**config.mk**
```make
export PLATFORM = sky130hd
export DESIGN_NAME = key_decode
export DESIGN_NICKNAME = d
export VERILOG_FILES = /design/src/rtl/key_pkg.sv /design/src/rtl/key_evt_fifo.sv /design/src/rtl/key_decode.sv
export SDC_FILE = /design/constraint.sdc
export NUM_CORES = 1
export LEC_CHECK = 0
export BUFFER_PORTS_ARGS = -buffer_cell sky130_fd_sc_hd__buf_2
export CORE_MARGIN = 8
export CORE_UTILIZATION = 45
export DETAILED_ROUTE_END_ITERATION = 10
export PLACE_DENSITY = 0.72
export SETUP_SLACK_MARGIN = 0.05
export SYNTH_ARGS = -nofsm -noshare
export SYNTH_HDL_FRONTEND = slang
export SYNTH_SLANG_ARGS = --single-unit
```
**constraint.sdc**
```tcl
create_clock -name clk -period 5 [get_ports clk]
set_input_delay 0.25 -clock clk [delete_from_list [all_inputs] [get_ports clk]]
set_output_delay 0.25 -clock clk [all_outputs]
set_load 0.1 [all_outputs]
```
**src/rtl/key_pkg.sv**
```systemverilog
// key_pkg -- shared definitions for the keypad decoder.
//   KEY_W      : width of a key index (4)
//   NUM_KEYS   : number of keys in the matrix (16)
//   key_evt_t  : queued event record {is_release, code}
//   lowest_set : index of the lowest set bit of a key vector (0 when none set)
package key_pkg;

    localparam int KEY_W    = 4;
    localparam int NUM_KEYS = 16;

    typedef struct packed {
        logic             is_release;
        logic [KEY_W-1:0] code;
    } key_evt_t;

    // Scanning from the top down lets the lowest set bit overwrite last.
    function automatic logic [KEY_W-1:0] lowest_set(input logic [NUM_KEYS-1:0] v);
        logic [KEY_W-1:0] idx;
        idx = '0;
        for (int i = NUM_KEYS - 1; i >= 0; i--) begin
            if (v[i]) idx = KEY_W'(i);
        end
        return idx;
    endfunction

endpackage

```
**src/rtl/key_evt_fifo.sv**
```systemverilog
// key_evt_fifo -- synchronous event FIFO with valid/ready pop side.
//   clk, rst           : clock, asynchronous active-high reset
//   push_valid         : write push_data this cycle (accepted if not full or popping)
//   push_data          : entry to store
//   full               : all DEPTH entries occupied
//   pop_valid          : head entry present (count > 0)
//   pop_ready          : consumer takes the head this cycle
//   pop_data           : head entry, forced to 0 while empty
// DEPTH must be a power of two so the pointers wrap naturally.
module key_evt_fifo #(
    parameter int DEPTH  = 4,
    parameter int DATA_W = 4
) (
    input  logic              clk,
    input  logic              rst,
    input  logic              push_valid,
    input  logic [DATA_W-1:0] push_data,
    output logic              full,
    output logic              pop_valid,
    input  logic              pop_ready,
    output logic [DATA_W-1:0] pop_data
);

    localparam int PTR_W = $clog2(DEPTH);

    logic [DATA_W-1:0] mem_q [DEPTH];
    logic [PTR_W-1:0]  wr_ptr_q, wr_ptr_d;
    logic [PTR_W-1:0]  rd_ptr_q, rd_ptr_d;
    logic [PTR_W:0]    cnt_q, cnt_d;
    logic              do_push, do_pop;

    assign full      = (cnt_q == (PTR_W+1)'(DEPTH));
    assign pop_valid = (cnt_q != '0);
    assign pop_data  = pop_valid ? mem_q[rd_ptr_q] : '0;

    // A pop in the same cycle frees the slot, so a full FIFO still accepts.
    assign do_pop  = pop_valid & pop_ready;
    assign do_push = push_valid & (~full | do_pop);

    always_comb begin
        wr_ptr_d = wr_ptr_q;
        rd_ptr_d = rd_ptr_q;
        cnt_d    = cnt_q;
        if (do_push) wr_ptr_d = wr_ptr_q + PTR_W'(1);
        if (do_pop)  rd_ptr_d = rd_ptr_q + PTR_W'(1);
        case ({do_push, do_pop})
            2'b10:   cnt_d = cnt_q + (PTR_W+1)'(1);
            2'b01:   cnt_d = cnt_q - (PTR_W+1)'(1);
            default: cnt_d = cnt_q;
        endcase
    end

    always_ff @(posedge clk or posedge rst) begin
        if (rst) begin
            wr_ptr_q <= '0;
            rd_ptr_q <= '0;
            cnt_q    <= '0;
        end else begin
            wr_ptr_q <= wr_ptr_d;
            rd_ptr_q <= rd_ptr_d;
            cnt_q    <= cnt_d;
        end
    end

    // Storage needs no reset: reads are masked while the FIFO is empty.
    always_ff @(posedge clk) begin
        if (do_push) mem_q[wr_ptr_q] <= push_data;
    end

endmodule

```
**src/rtl/key_decode.sv**
```systemverilog
// key_decode -- debounces a 16-key scanned matrix and queues key events.
//   clk, rst     : clock, asynchronous active-high reset
//   key_raw      : raw scan, bit n low = key n pressed
//   key_state    : debounced state, bit n high = key n pressed
//   evt_valid    : event FIFO head valid
//   evt_ready    : consumer accepts head
//   evt_code     : key index of head event
//   evt_release  : head is a release event
//   ovf          : sticky, an event was merged into an already-pending one
//   ovf_clr      : synchronous clear of ovf (wins over a same-cycle set)
// Build option: define KEY_DECODE_RELEASE_EVT_EN to queue release events
// as well as presses; otherwise only presses are queued and evt_release is 0.
module key_decode
    import key_pkg::*;
#(
    parameter int SAMPLE_DIV = 1000,
    parameter int STABLE_CNT = 4,
    parameter int FIFO_DEPTH = 4
) (
    input  logic                clk,
    input  logic                rst,
    input  logic [NUM_KEYS-1:0] key_raw,
    output logic [NUM_KEYS-1:0] key_state,
    output logic                evt_valid,
    input  logic                evt_ready,
    output logic [KEY_W-1:0]    evt_code,
    output logic                evt_release,
    output logic                ovf,
    input  logic                ovf_clr
);

    localparam int DIV_W = (SAMPLE_DIV > 1) ? $clog2(SAMPLE_DIV) : 1;

    // ---------------- sample strobe and debounce ----------------
    logic [DIV_W-1:0]              div_q, div_d;
    logic                          strobe;
    logic [NUM_KEYS-1:0][3:0]      cnt_q, cnt_d;
    logic [NUM_KEYS-1:0]           key_state_q, key_state_d;
    logic [NUM_KEYS-1:0]           key_prev_q;

    assign strobe = (div_q == DIV_W'(SAMPLE_DIV - 1));

    always_comb begin
        div_d       = strobe ? '0 : div_q + DIV_W'(1);
        cnt_d       = cnt_q;
        key_state_d = key_state_q;
        if (strobe) begin
            for (int n = 0; n < NUM_KEYS; n++) begin
                if (~key_raw[n] != key_state_q[n]) begin
                    // Flip on the strobe that would bring the count to STABLE_CNT.
                    if (cnt_q[n] == 4'(STABLE_CNT - 1)) begin
                        key_state_d[n] = ~key_state_q[n];
                        cnt_d[n]       = '0;
                    end else begin
                        cnt_d[n] = cnt_q[n] + 4'd1;
                    end
                end else begin
                    cnt_d[n] = '0;
                end
            end
        end
    end

    assign key_state = key_state_q;

    // ---------------- pending bits and encoder ----------------
    logic [NUM_KEYS-1:0] rise, sel_oh, press_clr;
    logic [NUM_KEYS-1:0] press_pend_q, press_pend_d;
    logic                press_any, push, pop_fire, fifo_full, fifo_valid;
    logic [KEY_W-1:0]    sel_code;
    logic                ovf_q, ovf_d, ovf_set;

    assign rise     = key_state_q & ~key_prev_q;
    assign pop_fire = fifo_valid & evt_ready;

`ifdef KEY_DECODE_RELEASE_EVT_EN
    logic [NUM_KEYS-1:0] fall, rel_clr;
    logic [NUM_KEYS-1:0] release_pend_q, release_pend_d;
    logic                rel_any;
    key_evt_t            push_evt, head_evt;

    assign fall = ~key_state_q & key_prev_q;
`endif

    always_comb begin
        press_any = |press_pend_q;
`ifdef KEY_DECODE_RELEASE_EVT_EN
        rel_any  = |release_pend_q;
        sel_code = press_any ? lowest_set(press_pend_q) : lowest_set(release_pend_q);
        push     = (press_any | rel_any) & (~fifo_full | pop_fire);
`else
        sel_code = lowest_set(press_pend_q);
        push     = press_any & (~fifo_full | pop_fire);
`endif
        sel_oh    = {{(NUM_KEYS-1){1'b0}}, 1'b1} << sel_code;
        press_clr = (push & press_any) ? sel_oh : '0;
        // A bit being encoded this cycle is no longer pending, so a new
        // transition on it re-arms cleanly instead of counting as a merge.
        press_pend_d = (press_pend_q & ~press_clr) | rise;
        ovf_set      = |(rise & press_pend_q & ~press_clr);
`ifdef KEY_DECODE_RELEASE_EVT_EN
        rel_clr        = (push & ~press_any) ? sel_oh : '0;
        release_pend_d = (release_pend_q & ~rel_clr) | fall;
        ovf_set        = ovf_set | (|(fall & release_pend_q & ~rel_clr));
`endif
        ovf_d = ovf_clr ? 1'b0 : (ovf_q | ovf_set);
    end

    assign ovf = ovf_q;

    always_ff @(posedge clk or posedge rst) begin
        if (rst) begin
            div_q          <= '0;
            cnt_q          <= '0;
            key_state_q    <= '0;
            key_prev_q     <= '0;
            press_pend_q   <= '0;
            ovf_q          <= 1'b0;
`ifdef KEY_DECODE_RELEASE_EVT_EN
            release_pend_q <= '0;
`endif
        end else begin
            div_q          <= div_d;
            cnt_q          <= cnt_d;
            key_state_q    <= key_state_d;
            key_prev_q     <= key_state_q;
            press_pend_q   <= press_pend_d;
            ovf_q          <= ovf_d;
`ifdef KEY_DECODE_RELEASE_EVT_EN
            release_pend_q <= release_pend_d;
`endif
        end
    end

    // ---------------- event FIFO ----------------
`ifdef KEY_DECODE_RELEASE_EVT_EN
    assign push_evt.is_release = ~press_any;
    assign push_evt.code       = sel_code;

    key_evt_fifo #(
        .DEPTH  (FIFO_DEPTH),
        .DATA_W ($bits(key_evt_t))
    ) u_fifo (
        .clk        (clk),
        .rst        (rst),
        .push_valid (push),
        .push_data  (push_evt),
        .full       (fifo_full),
        .pop_valid  (fifo_valid),
        .pop_ready  (evt_ready),
        .pop_data   (head_evt)
    );

    assign evt_code    = head_evt.code;
    assign evt_release = head_evt.is_release;
`else
    key_evt_fifo #(
        .DEPTH  (FIFO_DEPTH),
        .DATA_W (KEY_W)
    ) u_fifo (
        .clk        (clk),
        .rst        (rst),
        .push_valid (push),
        .push_data  (sel_code),
        .full       (fifo_full),
        .pop_valid  (fifo_valid),
        .pop_ready  (evt_ready),
        .pop_data   (evt_code)
    );

    assign evt_release = 1'b0;
`endif

    assign evt_valid = fifo_valid;

endmodule

```
After elaboration in Yosys (flattened, before gate mapping)
Memory sizes are Yosys's and may differ from the RTL's. Index checks and enable logic that the tools add are counted.

Register bits: 130. Memories kept: 1. Input bits: 20. Memory bits (writable): 16. Output and inout port bits: 23. Logic and storage cells: 219.

Reductions and logical operators: 20. Bitwise gates (word level): 46. Muxes and demuxes: 55. Shift-type cells: 1. Add/sub/neg operators: 21. Eq/ne operators: 36.

Memory list: u_fifo.mem_q (depth 4, width 4, read ports 1, clocked after Yosys merged registers in 0, wr ports 1, line key_evt_fifo.sv:26) `logic [DATA_W-1:0] mem_q [DEPTH];`.

Operator list (number): 4-bit two-way mux (49); 4-bit by 1-bit adder with 4-bit output (second input constant) (16); 16-bit bitwise AND (4); 4-bit by 2-bit equality test with 1-bit output (second input constant) (16); 3-bit AND reduction (16); 1-bit NOT (33); 16-bit NOT (2); 16-bit OR reduction (2); 16-bit two-way mux (1); 1-bit != test (16); 16-bit bitwise OR (1); 1-bit by 4-bit left shift with 16-bit output (first input constant) (1); 10-bit by 1-bit adder with 10-bit output (second input constant) (1); 10-bit equality test (second input constant) (1); 10-bit two-way mux (1); 3-bit case mux with 2 select lines (1); 2-bit by 1-bit adder with 2-bit output (second input constant) (2); 1-bit bitwise AND (4); 3-bit by 1-bit adder with 3-bit output (second input constant) (1); 3-bit equality test (second input constant) (1); 1-bit two-way mux (3); 3-bit nonzero test (1); 3-bit by 1-bit subtractor with 3-bit output (second input constant) (1); 2-bit by 1-bit equality test with 1-bit output (second input constant) (1); other kinds (3) (4).

Logic depth before layout (Yosys ltp)
Word-level depth: 23. Mapped depth: 11. Depth with buffers taken out: 11.

Modules after synthesis
From an unflattened synthesis, not the netlist that was laid out.

Cell total of the unflattened synthesis: 691. Area total of the unflattened synthesis: 7156.9 µm².

By module, submodules not included: key_decode (sequential area each 3078.0 µm², cells an instance 610, area each 6013.3 µm², instances 1); key_evt_fifo (sequential area each 655.6 µm², cells an instance 81, area each 1143.6 µm², instances 1).

Worst setup path before layout
No wires, ideal clock.

Kind: register to register. From: register u_fifo.cnt_q[0]. To: register u_fifo.cnt_q[2]. Setup time: 79 ps. Path buffers: 0. Stages on the path, launching flop included: 9. Period minus slack after synthesis: 2526 ps. Arrival time: 2446 ps. Path slack: 2474 ps. Cell sequence: dfrtp_1 or3_1 and2_1 ha_1 inv_1 fa_1 xor2_1 nor2_1 xor2_1.

Word-level cells in the longest chain between the ends: 7. Elaborated cells between the ends (all ways): 13.

Ends and longest elaborated chain: start, declared (line key_evt_fifo.sv:29) `logic [PTR_W:0] cnt_q, cnt_d;`; start signal, assigned (line key_evt_fifo.sv:61) `cnt_q <= cnt_d;`; 3-bit nonzero test * (line key_evt_fifo.sv:33) `assign pop_valid = (cnt_q != '0);`; via evt_valid (line key_decode.sv:24) `output logic evt_valid,`; 1-bit bitwise AND * (line key_decode.sv:74) `assign pop_fire = fifo_valid & evt_ready;`; via pop_fire (line key_decode.sv:69) `logic press_any, push, pop_fire, fifo_full, fifo_valid;`; 1-bit bitwise OR (line key_decode.sv:93) `push = press_any & (~fifo_full | pop_fire);`; 1-bit bitwise AND (line key_decode.sv:93); 1-bit bitwise AND (line key_evt_fifo.sv:38) `assign do_push = push_valid & (~full | do_pop);`; 2-bit by 1-bit equality test with 1-bit output or 2-bit equality test (tied branches) (line key_evt_fifo.sv:46) `case ({do_push, do_pop})`; 3-bit case mux with 2 select lines or 2-bit nonzero test (tied branches).

Mark *: on every way through the listed nets, which the timed path passes. The rest lies on a longest branch. A chain may end at the register's enable or synchronous reset.

Worst setup path in the final report
From: register div_q[0]. To: register cnt_q[63] (netlist name).

Word-level cells in the longest chain between the ends: 1.

Ends and longest elaborated chain: start, declared (line key_decode.sv:35) `logic [DIV_W-1:0] div_q, div_d;`; start signal, assigned (line key_decode.sv:123) `div_q <= div_d;`; 10-bit equality test (line key_decode.sv:41) `assign strobe = (div_q == DIV_W'(SAMPLE_DIV - 1));`; end signal, assigned (line key_decode.sv:124) `cnt_q <= cnt_d;`; end, declared (line key_decode.sv:37) `logic [NUM_KEYS-1:0][3:0] cnt_q, cnt_d;`.

No other way between the ends.

==> flow_summary.ini <==
[placed_design]
gp_congestion = 0.844
port-buffer-count = 41
hpwlAfterDp_um = 9910
place_area_um2 = 7320
dp_cells = 874
dp_slack_ns = 2.10

[status]
status = complete, no violations

[yosys]
synthTopCellsByArea = dfrtp_1 (47%), edfxtp_1 (6.9%), ha_1 (4.0%)
async_reset_ff_share_pct = 89.0
ys_ff_latch = 146
netlist_instances = 663
ys_warn_count = 0
yosysSeqAreaShare_pct = 53.7
syn_area_um2 = 6950
synth-main-ff-cell = dfrtp_1
avgSynthCellArea_um2 = 10.5
ys_types = 62
synth_edf_count = 16
synth.net_count = 706
yosys.area.top_type_share_pct = 46.8
synth_top_cell_by_area = dfrtp_1

[sta]
slew_viol_final = 0
finalHoldViolations = 0
fin_crit_sh_pct = 58.9
finalClockSkew_ns = 0.00590
finalSetupTns_ns = 0
clock.fmax_mhz = 340
worst_pin_slew_ns = 1.01
slew_headroom_pct = 32.7
setup_viol = 0
fin_crit_ns = 2.94
setup_ws_ns = 2.06
rsz0062_at_grt = no

[clock_network]
clkLatencyLatePin_ns = 0.42
cts_made_buffers = 17
cts_buffer_depth = 2
clkTransAtPathRegs_ns = 0.06
clockRootBuffer = clkbuf_16
cts_resized = 0
htree_levels = 4
cts_tree = built
clock-sinks = 146

[worst_setup_path]
worstPathArrival_ns = 3.24
cp_data_required_time_ns = 5.29
cp-end-kind = flip-flop
cp_cell_sequence = ha_1 > nand2_1 > nor4_1 > nand4_1 > buf_4 > o21ai_0 > o31ai_1
worstSetupStartpointType = flip-flop
reg2reg_depth = 7
path_class = reg -> reg
slowest_stage = nand4_1
path_max_fanout = 38
worst_path_largest_cell_delay_ns = 0.85

[drt]
drt_iter0_markers = 299
firstDrtPassIters = 4
ant_nets = 0
viasPerCell = 5.54
drt-wirelength-per-cell_um = 15.9
wl_um = 14400
drc_errors = 0
vias = 5021

[grt]
grt_max_degree = 84
overflow = 0
grt_usage_pct = 15.4
antenna_found_initial = 0
grt_pass1_vias = 5086
grt_pass1_wl_um = 24500

[floorplan]
die_x_um = 140
die_y_um = 140
io_pins = 43
start_util_pct = 45.9
coreArea_um2 = 15100
die_area_um2 = 19700
rows = 45

[power_and_ir_drop]
p_total_mw = 4.23
leakagePower_nw = 3.39
powerDensity_nw_per_um2 = 530
ir_drop_uv = 544

[job]
maxCapViolations = 0

[layout]
num_antenna_cells = 0
fillers = 1260
instances_no_fill = 907
synthToLayoutAreaGrowth_pct = 14.7
design_area_um2 = 7980
drive_above_1_share_pct = 13.5
final_nets = 749

[min_path]
hold_class = in -> reg
whs_path_depth = 2
-- report_power, final --
group          internal (mW)  switching, mW
clock                  0.912          0.473
sequential              1.44          0.110
combinational          0.407          0.889
total                   2.76           1.47
-- area by class of cell --
class / count / area, um^2 / share of cell area [%]
Inverter: 24 / 92.6 / 1.16
Timing Repair Buffer: 45 / 238 / 2.98
Clock buffer: 23 / 468 / 5.87
Tap cell: 188 / 235 / 2.95
Sequential cell: 146 / 3730 / 46.8
Multi-Input combinational cell: 472 / 3030 / 38.0
Clock inverter: 9 / 179 / 2.24
-- cells by family after synthesis --
group	after synthesis	synth area share, %
other	1	0.0539
DFF	146	53.7
adders and majority gates	23	4.25
xor gates and xnor gates	50	6.30
and+or+nand+nor	260	19.5
muxes	5	1.44
buffers and inverters	45	2.72
AOI/OAI and AO/OA	133	12.0
-- cell usage after synthesis, types with 5 or more instances --
cell type and instances:
a21oi_1 27, a31oi_1 9, and2_1 20, buf_2 7
clkbuf_1 11, dfrtp_1 130, edfxtp_1 16, ha_1 22
inv_1 22, nand2_1 72, nand2b_1 7, nand3_1 30
nand3b_1 9, nand4_1 9, nor2_1 59, nor2b_1 13
nor3b_1 8, o211ai_1 5, o21ai_0 49, o31ai_1 22
or3_1 6, or3b_2 9, xnor2_1 28, xor2_1 22
-- final timing paths --
check                          startpoint  slack (ns)                to
max                              div_q[0]        2.06         cnt_q[63]
min                            key_raw[9]        0.02      key_state[9]
max reg2reg                      div_q[0]        2.06         cnt_q[63]
min reg2reg                key_prev_q[14]        0.44  press_pend_q[14]
max in group asynchronous             rst        3.10         cnt_q[48]
min in group asynchronous             rst        0.47         cnt_q[16]
-- stage by stage --
stage	utilization (%)	hold slack, ns
after floorplan	-	0.316
after global placement	48.3	0.374
after detailed placement	48.3	0.379
after CTS	52.7	0.00829
after global routing	52.7	0.00779
final	52.7	0.0201
-- timing repair --
item	CTS	global route
endpoints found under the setup margin	0	0
hold buffers	1	0
setup buffers	0	0
endpoints found under the hold margin	47	0
-- placed cells by master, fill, tap and decap left out, types with 27 or more instances in the layout --
master,n
xnor2_1,28
buf_2,41
nand2_1,72
dfrtp_1,130
nor2_1,59
o21ai_0,49
a21oi_1,27
nand3_1,30
-- state kept, by name, indices dropped and copies added, names as in the netlist --
| register | cells |
|---|---|
| cnt_q | 64 |
| key_prev_q | 16 |
| key_state | 16 |
| press_pend_q | 16 |
| u_fifo.mem_q | 16 |
| div_q | 10 |
| u_fifo.cnt_q | 3 |
| u_fifo.rd_ptr_q | 2 |
| u_fifo.wr_ptr_q | 2 |
| ovf | 1 |
-- routing by layer --
layer | vias to the layer above | part of all wire, % | track usage (%)
met3 | 30 | 3.9 | 4.62
met4 | 0 | 2.8 | 6.29
met1 | 2478 | 43 | 17.9
li1 | 2413 | - | -
met5 | - | 0 | 0
met2 | 100 | 50 | 26.0
-- critical path, delay by kind of cell (launching register included) --
| family | cells | cell delay (ns) |
|---|---|---|
| adder cells (fa/ha/maj) | 1 | 0.21 |
| AND/OR/NAND/NOR | 3 | 1.25 |
| AO/OA/AOI/OAI | 2 | 0.40 |
| flip-flops | 1 | 0.37 |
| buffers and inverters | 1 | 0.58 |
(Power assumes the default switching activity.)
